### src/rtl/adc_pulse_gen.sv
// adc_pulse_gen: synthetic detector-pulse source for the shaping-filter chain.
// Each accepted trigger starts a linear rise to baseline+amplitude, followed by a
// shift-based exponential decay back to the baseline. Pile-up re-triggers from the
// current pulse value; triggers during the rise are counted as missed.
// Optional build macro ADC_PULSE_GEN_NOISE_EN adds LFSR noise to every sample.
module adc_pulse_gen #(
    parameter int SIZE_ADC_DATA = 14,
    parameter int PERIOD_W      = 16,
    parameter int RISE_SHIFT    = 2,
    parameter int DECAY_SHIFT   = 4,
    parameter int CNT_W         = 16,
    parameter int NOISE_BITS    = 3
) (
    input  logic                     clk,
    input  logic                     reset,
    input  logic                     enable,
    input  logic                     trig_mode,
    input  logic                     ext_trig,
    input  logic [PERIOD_W-1:0]      period,
    input  logic [SIZE_ADC_DATA-2:0] amplitude,
    input  logic [SIZE_ADC_DATA-1:0] baseline,
    output logic [SIZE_ADC_DATA-1:0] adc_data,
    output logic                     pulse_start,
    output logic                     busy,
    output logic [CNT_W-1:0]         pulse_count,
    output logic [CNT_W-1:0]         missed_count
);

    localparam int P_W  = SIZE_ADC_DATA - 1;
    localparam int RC_W = RISE_SHIFT + 1;
`ifdef ADC_PULSE_GEN_NOISE_EN
    // one spare bit so full-scale baseline + pulse + noise cannot overflow
    localparam int SUM_W = SIZE_ADC_DATA + 2;
`else
    localparam int SUM_W = SIZE_ADC_DATA + 1;
`endif
    localparam logic [P_W-1:0]          PMAX      = {P_W{1'b1}};
    localparam logic [P_W-1:0]          DECAY_MIN = P_W'(2 ** DECAY_SHIFT);
    localparam logic [RC_W-1:0]         RISE_LAST = RC_W'(2 ** RISE_SHIFT - 1);
    localparam logic signed [SUM_W-1:0] ADC_MAX   = SUM_W'(2 ** (SIZE_ADC_DATA - 1) - 1);
    localparam logic signed [SUM_W-1:0] ADC_MIN   = SUM_W'(-(2 ** (SIZE_ADC_DATA - 1)));

    typedef enum logic [1:0] {IDLE, RISE, DECAY} state_t;

    state_t                   state_q, state_d;
    logic [P_W-1:0]           p_q, p_d;
    logic [P_W-1:0]           tgt_q, tgt_d;
    logic [P_W-1:0]           step_q, step_d;
    logic [RC_W-1:0]          rcnt_q, rcnt_d;
    logic [PERIOD_W-1:0]      per_q, per_d;
    logic                     ext_trig_q;
    logic                     pulse_start_q, pulse_start_d;
    logic [CNT_W-1:0]         pcnt_q, pcnt_d;
    logic [CNT_W-1:0]         miss_q, miss_d;
    logic [SIZE_ADC_DATA-1:0] adc_q, adc_d;

    logic                     trg;
    logic [P_W:0]             sum_pa;
    logic [P_W-1:0]           tgt_new;
    logic [P_W-1:0]           step_new;
    logic signed [SUM_W-1:0]  sum;

`ifdef ADC_PULSE_GEN_NOISE_EN
    logic [15:0] lfsr_q;

    // free-running Fibonacci LFSR, x^16+x^14+x^13+x^11+1
    always_ff @(posedge clk or negedge reset) begin
        if (!reset) lfsr_q <= 16'hACE1;
        else        lfsr_q <= {lfsr_q[14:0], lfsr_q[15] ^ lfsr_q[13] ^ lfsr_q[12] ^ lfsr_q[10]};
    end
`endif

    // trigger detect, period counter next state, rise target/step and output clamp
    always_comb begin
        trg = enable & (trig_mode ? (ext_trig & ~ext_trig_q)
                                  : ((period != '0) && (per_q == period - PERIOD_W'(1))));
        per_d = '0;
        if (enable && !trig_mode && (period != '0))
            per_d = (per_q == period - PERIOD_W'(1)) ? '0 : per_q + PERIOD_W'(1);
        sum_pa   = {1'b0, p_q} + {1'b0, amplitude};
        tgt_new  = (sum_pa > {1'b0, PMAX}) ? PMAX : sum_pa[P_W-1:0];
        step_new = (tgt_new - p_q) >> RISE_SHIFT;
        sum = SUM_W'($signed(baseline)) + SUM_W'(p_q);
`ifdef ADC_PULSE_GEN_NOISE_EN
        sum = sum + SUM_W'($signed(lfsr_q[NOISE_BITS-1:0]));
`endif
        if (sum > ADC_MAX)      adc_d = ADC_MAX[SIZE_ADC_DATA-1:0];
        else if (sum < ADC_MIN) adc_d = ADC_MIN[SIZE_ADC_DATA-1:0];
        else                    adc_d = sum[SIZE_ADC_DATA-1:0];
    end

    // pulse FSM: next state, pulse value and event counters
    always_comb begin
        state_d       = state_q;
        p_d           = p_q;
        tgt_d         = tgt_q;
        step_d        = step_q;
        rcnt_d        = rcnt_q;
        pulse_start_d = 1'b0;
        pcnt_d        = pcnt_q;
        miss_d        = miss_q;
        case (state_q)
            IDLE, DECAY: begin
                if (trg) begin
                    // pile-up restarts the rise from the current value, p held this cycle
                    state_d       = RISE;
                    tgt_d         = tgt_new;
                    step_d        = step_new;
                    rcnt_d        = '0;
                    pulse_start_d = 1'b1;
                    pcnt_d        = pcnt_q + CNT_W'(1);
                end else if (state_q == DECAY) begin
                    if (p_q < DECAY_MIN) begin
                        p_d     = '0;
                        state_d = IDLE;
                    end else begin
                        p_d = p_q - (p_q >> DECAY_SHIFT);
                    end
                end
            end
            RISE: begin
                if (trg && (miss_q != '1)) miss_d = miss_q + CNT_W'(1);
                if (rcnt_q == RISE_LAST) begin
                    // last rise step lands exactly on the target, absorbing truncation
                    p_d     = tgt_q;
                    state_d = DECAY;
                end else begin
                    p_d    = p_q + step_q;
                    rcnt_d = rcnt_q + RC_W'(1);
                end
            end
            default: state_d = IDLE;
        endcase
    end

    // state and output registers
    always_ff @(posedge clk or negedge reset) begin
        if (!reset) begin
            state_q       <= IDLE;
            p_q           <= '0;
            tgt_q         <= '0;
            step_q        <= '0;
            rcnt_q        <= '0;
            per_q         <= '0;
            ext_trig_q    <= 1'b0;
            pulse_start_q <= 1'b0;
            pcnt_q        <= '0;
            miss_q        <= '0;
            adc_q         <= '0;
        end else begin
            state_q       <= state_d;
            p_q           <= p_d;
            tgt_q         <= tgt_d;
            step_q        <= step_d;
            rcnt_q        <= rcnt_d;
            per_q         <= per_d;
            ext_trig_q    <= ext_trig;
            pulse_start_q <= pulse_start_d;
            pcnt_q        <= pcnt_d;
            miss_q        <= miss_d;
            adc_q         <= adc_d;
        end
    end

    assign adc_data     = adc_q;
    assign pulse_start  = pulse_start_q;
    assign busy         = (state_q != IDLE);
    assign pulse_count  = pcnt_q;
    assign missed_count = miss_q;

endmodule

### config.mk
export PLATFORM = sky130hd
export DESIGN_NAME = adc_pulse_gen
export DESIGN_NICKNAME = d
export VERILOG_FILES = /design/src/rtl/adc_pulse_gen.sv
export SDC_FILE = /design/constraint.sdc
export NUM_CORES = 1
export LEC_CHECK = 0
export CAP_MARGIN = 20
export CORE_UTILIZATION = 51
export CTS_CLUSTER_DIAMETER = 200
export DETAILED_ROUTE_END_ITERATION = 10
export PLACE_DENSITY = 0.74
export SYNTH_ARGS = -nofsm -noshare
export SYNTH_HDL_FRONTEND = slang
export SYNTH_SLANG_ARGS = --single-unit
### constraint.sdc
create_clock -name clk -period 4.65 [get_ports clk]
set_input_delay 0.465 -clock clk [delete_from_list [all_inputs] [get_ports clk]]
set_output_delay 0.465 -clock clk [all_outputs]
set_load 0.005 [all_outputs]
-- Yosys cells after proc, flatten, opt, wreduce, memory -nomap -nowiden
Index checks and enable logic that the tools add are counted.
- $add $sub $neg: 10
- order comparisons: 4
- equal/unequal tests: 12
- mux-type cells: 21
- bitwise operators: 3
- reduce and logical (&&, ||, !) cells: 15
- operators with widths (cell ; number):
    13-bit two-way mux ; 5
    16-bit by 1-bit adder with 16-bit output (second input constant) ; 3
    16-bit two-way mux ; 2
    14-bit two-way mux ; 2
    13-bit case mux with 2 select lines ; 1
    16-bit == test ; 1
    16-bit inequality test (second input constant) ; 1
    16-bit nonzero test ; 1
    16-bit by 1-bit subtractor with 16-bit output (second input constant) ; 1
    14-bit by 14-bit adder with 15-bit output ; 1
    15-bit by 14-bit > comparator with 1-bit output (second input constant) ; 1
    15-bit by 14-bit less-than comparator with 1-bit output (second input constant) ; 1
    13-bit by 13-bit adder with 14-bit output ; 1
    14-bit by 13-bit > comparator with 1-bit output (second input constant) ; 1
    13-bit by 11-bit adder with 13-bit output ; 1
    13-bit by 5-bit less-than comparator with 1-bit output (second input constant) ; 1
    13-bit subtractor ; 1
    13-bit by 9-bit subtractor with 13-bit output ; 1
    2-bit inequality test (second input constant) ; 5
    3-bit AND reduction ; 3
    2-bit two-way mux ; 4
    3-bit two-way mux ; 2
    3-bit inequality test (second input constant) ; 2
    3-bit case mux with 2 select lines ; 1
    other kinds (14) ; 22
- flip-flop bits (word level): 106

-- Depth between registers and ports, before layout
- word-level depth: 7
- mapped depth: 17

-- Least setup slack after synthesis
No wires, ideal clock.
- path type: in2reg
- from: input amplitude[1]
- to: register step_q[10]
- arrival time: 3.520 ns
- data required time: 4.516 ns
- slack: 0.996 ns
- cell stages on the path: 16
- buffers on the path: 2
- cells stage by stage: ha_1 a211oi_1 o21ai_0 nand4_1 and3_1 clkbuf_1 clkbuf_1 nand2_1 ha_1 and3_1 a221o_1 a21oi_1 o21ai_0 a31oi_1 xnor2_1 o21ai_0
- cells in the longest elaborated chain, start to end: 4
- RTL lines (what ; RTL line ; source):
    start, declared ; 20 ; input logic [SIZE_ADC_DATA-2:0] amplitude,
    13-bit by 13-bit adder with 14-bit output * ; 80 ; sum_pa = {1'b0, p_q} + {1'b0, amplitude};
    14-bit by 13-bit > comparator with 1-bit output ; 81 ; tgt_new = (sum_pa > {1'b0, PMAX}) ? PMAX : sum_pa[P_W-1:0];
    13-bit two-way mux * ; 81 ;
    via tgt_new[7] ; 59 ; logic [P_W-1:0] tgt_new;
    13-bit subtractor * ; 82 ; step_new = (tgt_new - p_q) >> RISE_SHIFT;
    end signal, assigned ; 154 ; step_q <= step_d;
    end, declared ; 48 ; logic [P_W-1:0] step_q, step_d;
The timed path passes the listed nets; every way through them passes the cells marked *.
A chain may end at the register's enable or synchronous reset.

-- Final worst setup path
- from: register p_q[1]
- to: register step_q[10]
- cells in the longest elaborated chain, start to end: 4
- RTL lines (what ; RTL line ; source):
    start, declared ; 46 ; logic [P_W-1:0] p_q, p_d;
    start signal, assigned ; 152 ; p_q <= p_d;
    13-bit by 13-bit adder with 14-bit output * ; 80 ;
    14-bit by 13-bit > comparator with 1-bit output ; 81 ;
    13-bit two-way mux * ; 81 ;
    via tgt_new[6] ; 59 ;
    13-bit subtractor * ; 82 ;
Marks and branches as above.

==> key figures <==
Clock tree
  – Clock Latency Late Sink: 360 ps
  – H-tree levels: 3
  – CTS Buffer Depth: 2
  – Hold Buf Count CTS: 0
  – TritonCTS clock tree: yes
  – Num CTS Buffers: 9
  – Worst-path clk slew: 80 ps
  – CTS Root Cell: clkbuf_16
  – Post-CTS Setup Inserts: 0
  – # resized after CTS: 0
  – Clk sinks: 106

Die
  – I/O pin cnt: 96
  – Die ar.: 16000 µm²
  – Starting density of the core: 52.2%
  – Core Region: 15100 µm²
  – Chip Width: 127 µm
  – Std cell rows: 45
  – Die Y: 127 µm

Drt
  – Initial drt markers: 473
  – Number of remaining DRC errors: 0
  – 1st-pass router iterations: 7
  – DRT antenna net count: 0
  – Vias per cell: 5.81
  – Wire per inst: 15.6 µm
  – Vias: 6936
  – Drt total wl: 18700 µm

Worst setup path
  – Crit. End Element: flip-flop
  – Worst path max stage delay: 540 ps
  – Worst setup path start: p_q[1]$_DFFE_PN0P_
  – Crit path max-delay cell type: dfrtp_1
  – CP Launch Type: flip-flop
  – Critical Path RT: 4870 ps
  – Reg2Reg Setup Slack: 480 ps
  – Critical path class: flip-flop to flip-flop
  – Crit-path max FO: 7
  – WP data arrival: 4390 ps
  – Most frequent CP cell: o21ai_0
  – R2R depth: 16
  – Worst R2R Start: p_q[1]$_DFFE_PN0P_
  – CP endpoint: step_q[10]$_DFFE_PN0P_
  – RR Endpoint: step_q[10]$_DFFE_PN0P_
  – Crit-path cells: inv_1 -> fa_1 -> nor2b_1 -> o31ai_1 -> a21boi_0 -> nor3_1 -> o21ai_0 -> ha_1 -> a21o_1 -> a21o_1 -> a221o_1 -> a21oi_1 -> o21ai_0 -> a31oi_1 -> xnor2_1 -> o21ai_0

Finish
  – Final #Nets: 1121
  – Area Overhead vs Synth: 19.2%
  – Layout fillers: 1303
  – Layout cell share with drive strength beyond 1: 5.17%
  – Cell area after layout: 9420 µm²
  – Diode count: 0

Synth
  – Number of synthesized flops with an enable pin: 0
  – FFs w/ async S/R, synth: 100%
  – Synth Warn #: 0
  – Distinct cells, synth: 72
  – Syn Inst Count: 906
  – Sequential element share of the synthesized area: 33.5%
  – Synthesized area per cell: 8.73 µm²
  – Post-synth top area cell: dfrtp_1
  – Top cell type's share of synthesized area: 33.5%
  – Cell Area, Synth: 7910 µm²
  – Post-Syn Nets: 1026
  – #FFs+latches synth: 106
  – Top cells by area, synth: dfrtp_1 34%, ha_1 11%, xor2_1 6.9%
  – Primary FF master, synth: dfrtp_1

STA
  – Period utilization: 89.7%
  – Count of final hold-check violations: 0
  – Setup total negative slack: 0 ps
  – RSZ-0062 raised after global routing: no
  – Slew Viols, Final: 0
  – Worst-case clock skew: 11.7 ps
  – Final Critical Period: 4170 ps
  – Slew @ Worst Pin: 1070 ps
  – FMAX: 240 MHz
  – Setup Viol. Count Final: 0
  – Max-Slew Margin vs Limit: 28.1%

Global routing
  – Number of global-route vias before repair: 6587
  – First-pass GRT wire length: 31600 µm
  – Antenna violations before repair: 0
  – Total gr overflow: 0
  – Global Route Usage Sum: 24.5%
  – Largest net degree at the start of global routing: 68

Power and ir drop
  – Max IR drop VDD: 287 µV
  – Clock power share: 14.4%
  – P_int: 3280 µW
  – Pwr/cell area: 617 nW/µm²
  – Register share of total power: 24.3%
  – Logic pwr share: 61.4%
  – Switching Share: 43.7%
  – Pleak: 0.00421 µW
  – Switching power: 2540 µW

Run status
  – Status: finished clean

Placement
  – Detailed placement HPWL: 14200 µm
  – Routability cong.: 0.907
  – Port buffer count: 95
  – Post-DP Area: 9100 µm²

Min path
  – Hold Crit Class: primary input to asynchronous set/reset pin

Run
  – Maxcap violations: 0
## worst min-delay path by stage
stage	end	cells after the start	start	slack, ps
after detailed placement	missed_count[7]$_DFFE_PN0P_	1	missed_count[7]$_DFFE_PN0P_	470
after CTS	per_q[0]$_DFF_PN0_	1	reset	250
after global routing	per_q[0]$_DFF_PN0_	1	reset	290
after floorplan	adc_data[0]$_DFF_PN0_	0	reset	170
after global placement	pulse_count[15]$_DFFE_PN0P_	1	pulse_count[15]$_DFFE_PN0P_	460
final	per_q[0]$_DFF_PN0_	1	reset	210
## power by group through the flow
stage               clock network (µW)  logic (µW)  registers [µW]
floorplan                            0        2700            1340
global placement                     0        3450            1410
detailed placement                   0        3520            1420
CTS                                854        3540            1400
global route                       893        4030            1440
finish                             837        3570            1410
## registers in the layout, indices dropped and copies added, names as in the netlist
| name | count |
|---|---|
| state_q | 2 |
| step_q | 11 |
| pulse_start | 1 |
| adc_data | 14 |
| p_q | 13 |
| pulse_count | 16 |
| tgt_q | 13 |
| rcnt_q | 3 |
| ext_trig_q | 1 |
| missed_count | 16 |
| per_q | 16 |
## cell families (layout without fill, tap and decap cells)
logic type      after synthesis  count (layout)  synth area share, %
flops                       106             106                 33.5
mux                           8               8                 1.12
fa+ha+maj                    72              72                 11.8
buf+inv                      74             174                 3.69
simple gates                318             318                 20.2
compound gates              223             223                 18.1
xor+xnor                    105             105                 11.6
## cell usage after synthesis (4+ instances only)
cell type / number
fa_1: 4
nand2_1: 69
xor2_1: 62
nand3_1: 35
nor2_1: 82
a21oi_1: 58
xnor2_1: 43
nor3_1: 32
nor2b_1: 9
o31ai_1: 4
a21boi_0: 5
mux2_2: 5
nor4_1: 13
clkbuf_1: 16
and3_1: 20
nand4_1: 10
or2_2: 4
a211oi_1: 9
nand2b_1: 7
o21ai_0: 59
or3_1: 5
and2_1: 6
nand3b_1: 4
a22oi_1: 5
o21a_1: 8
a21o_1: 11
o41ai_1: 5
buf_2: 5
o211ai_1: 4
nor3b_1: 5
a31oi_1: 18
ha_1: 68
inv_1: 50
dfrtp_1: 106
## through the flow
step                      std cells  util (%)  hold slack (ps)  total power [µW]  worst slack [ps]
after floorplan                 906         -              169              4040               996
after global routing           1194      62.2              292              6370              50.0
after CTS                      1194      62.2              249              5800               488
after detailed placement       1178      60.1              474              4940               160
after global placement         1178      60.1              458              4860               323
final                          1194      62.2              214              5820               479
## worst max-delay path: cells and delay by family, from the launching register on
kind	cells	cell delay (ps)
AO/OA/AOI/OAI	10	2050
adder cells (fa/ha/maj)	2	800
flip-flops	1	540
buffers and inverters	1	250
AND/OR/NAND/NOR	2	240
XOR/XNOR	1	140
## cells in the final DEF (no fill, tap or decap), types with 18 or more instances in the layout
| cell type | Yosys | final |
|---|---|---|
| o21ai_0 | 59 | 59 |
| xnor2_1 | 43 | 43 |
| nand3_1 | 35 | 35 |
| clkdlybuf4s50_1 | 0 | 94 |
| a21oi_1 | 58 | 57 |
| inv_1 | 50 | 50 |
| nand2_1 | 69 | 69 |
| dfrtp_1 | 106 | 106 |
| nor3_1 | 32 | 32 |
| a31oi_1 | 18 | 18 |
| and3_1 | 20 | 20 |
| nor2_1 | 82 | 82 |
| ha_1 | 68 | 68 |
| xor2_1 | 62 | 62 |
## area by class of cell
type	count	area, µm²	share of cell area, %
sequential	106	2650	28.1
inverter	50	188	1.99
clock inverter	7	101	1.08
tap	188	235	2.50
timing repair buffer	108	1050	11.1
clock buffer	9	225	2.39
multi-input combinational	726	4980	52.8
## routing by layer
metal	up-vias	track usage [%]	wire length, µm
li1	3459	-	-
met1	3281	34.7	9260
met2	179	38.3	8240
met3	17	3.63	866
met4	0	8.08	291
met5	-	0	0
No activity file was read; power rests on OpenSTA's default activity.
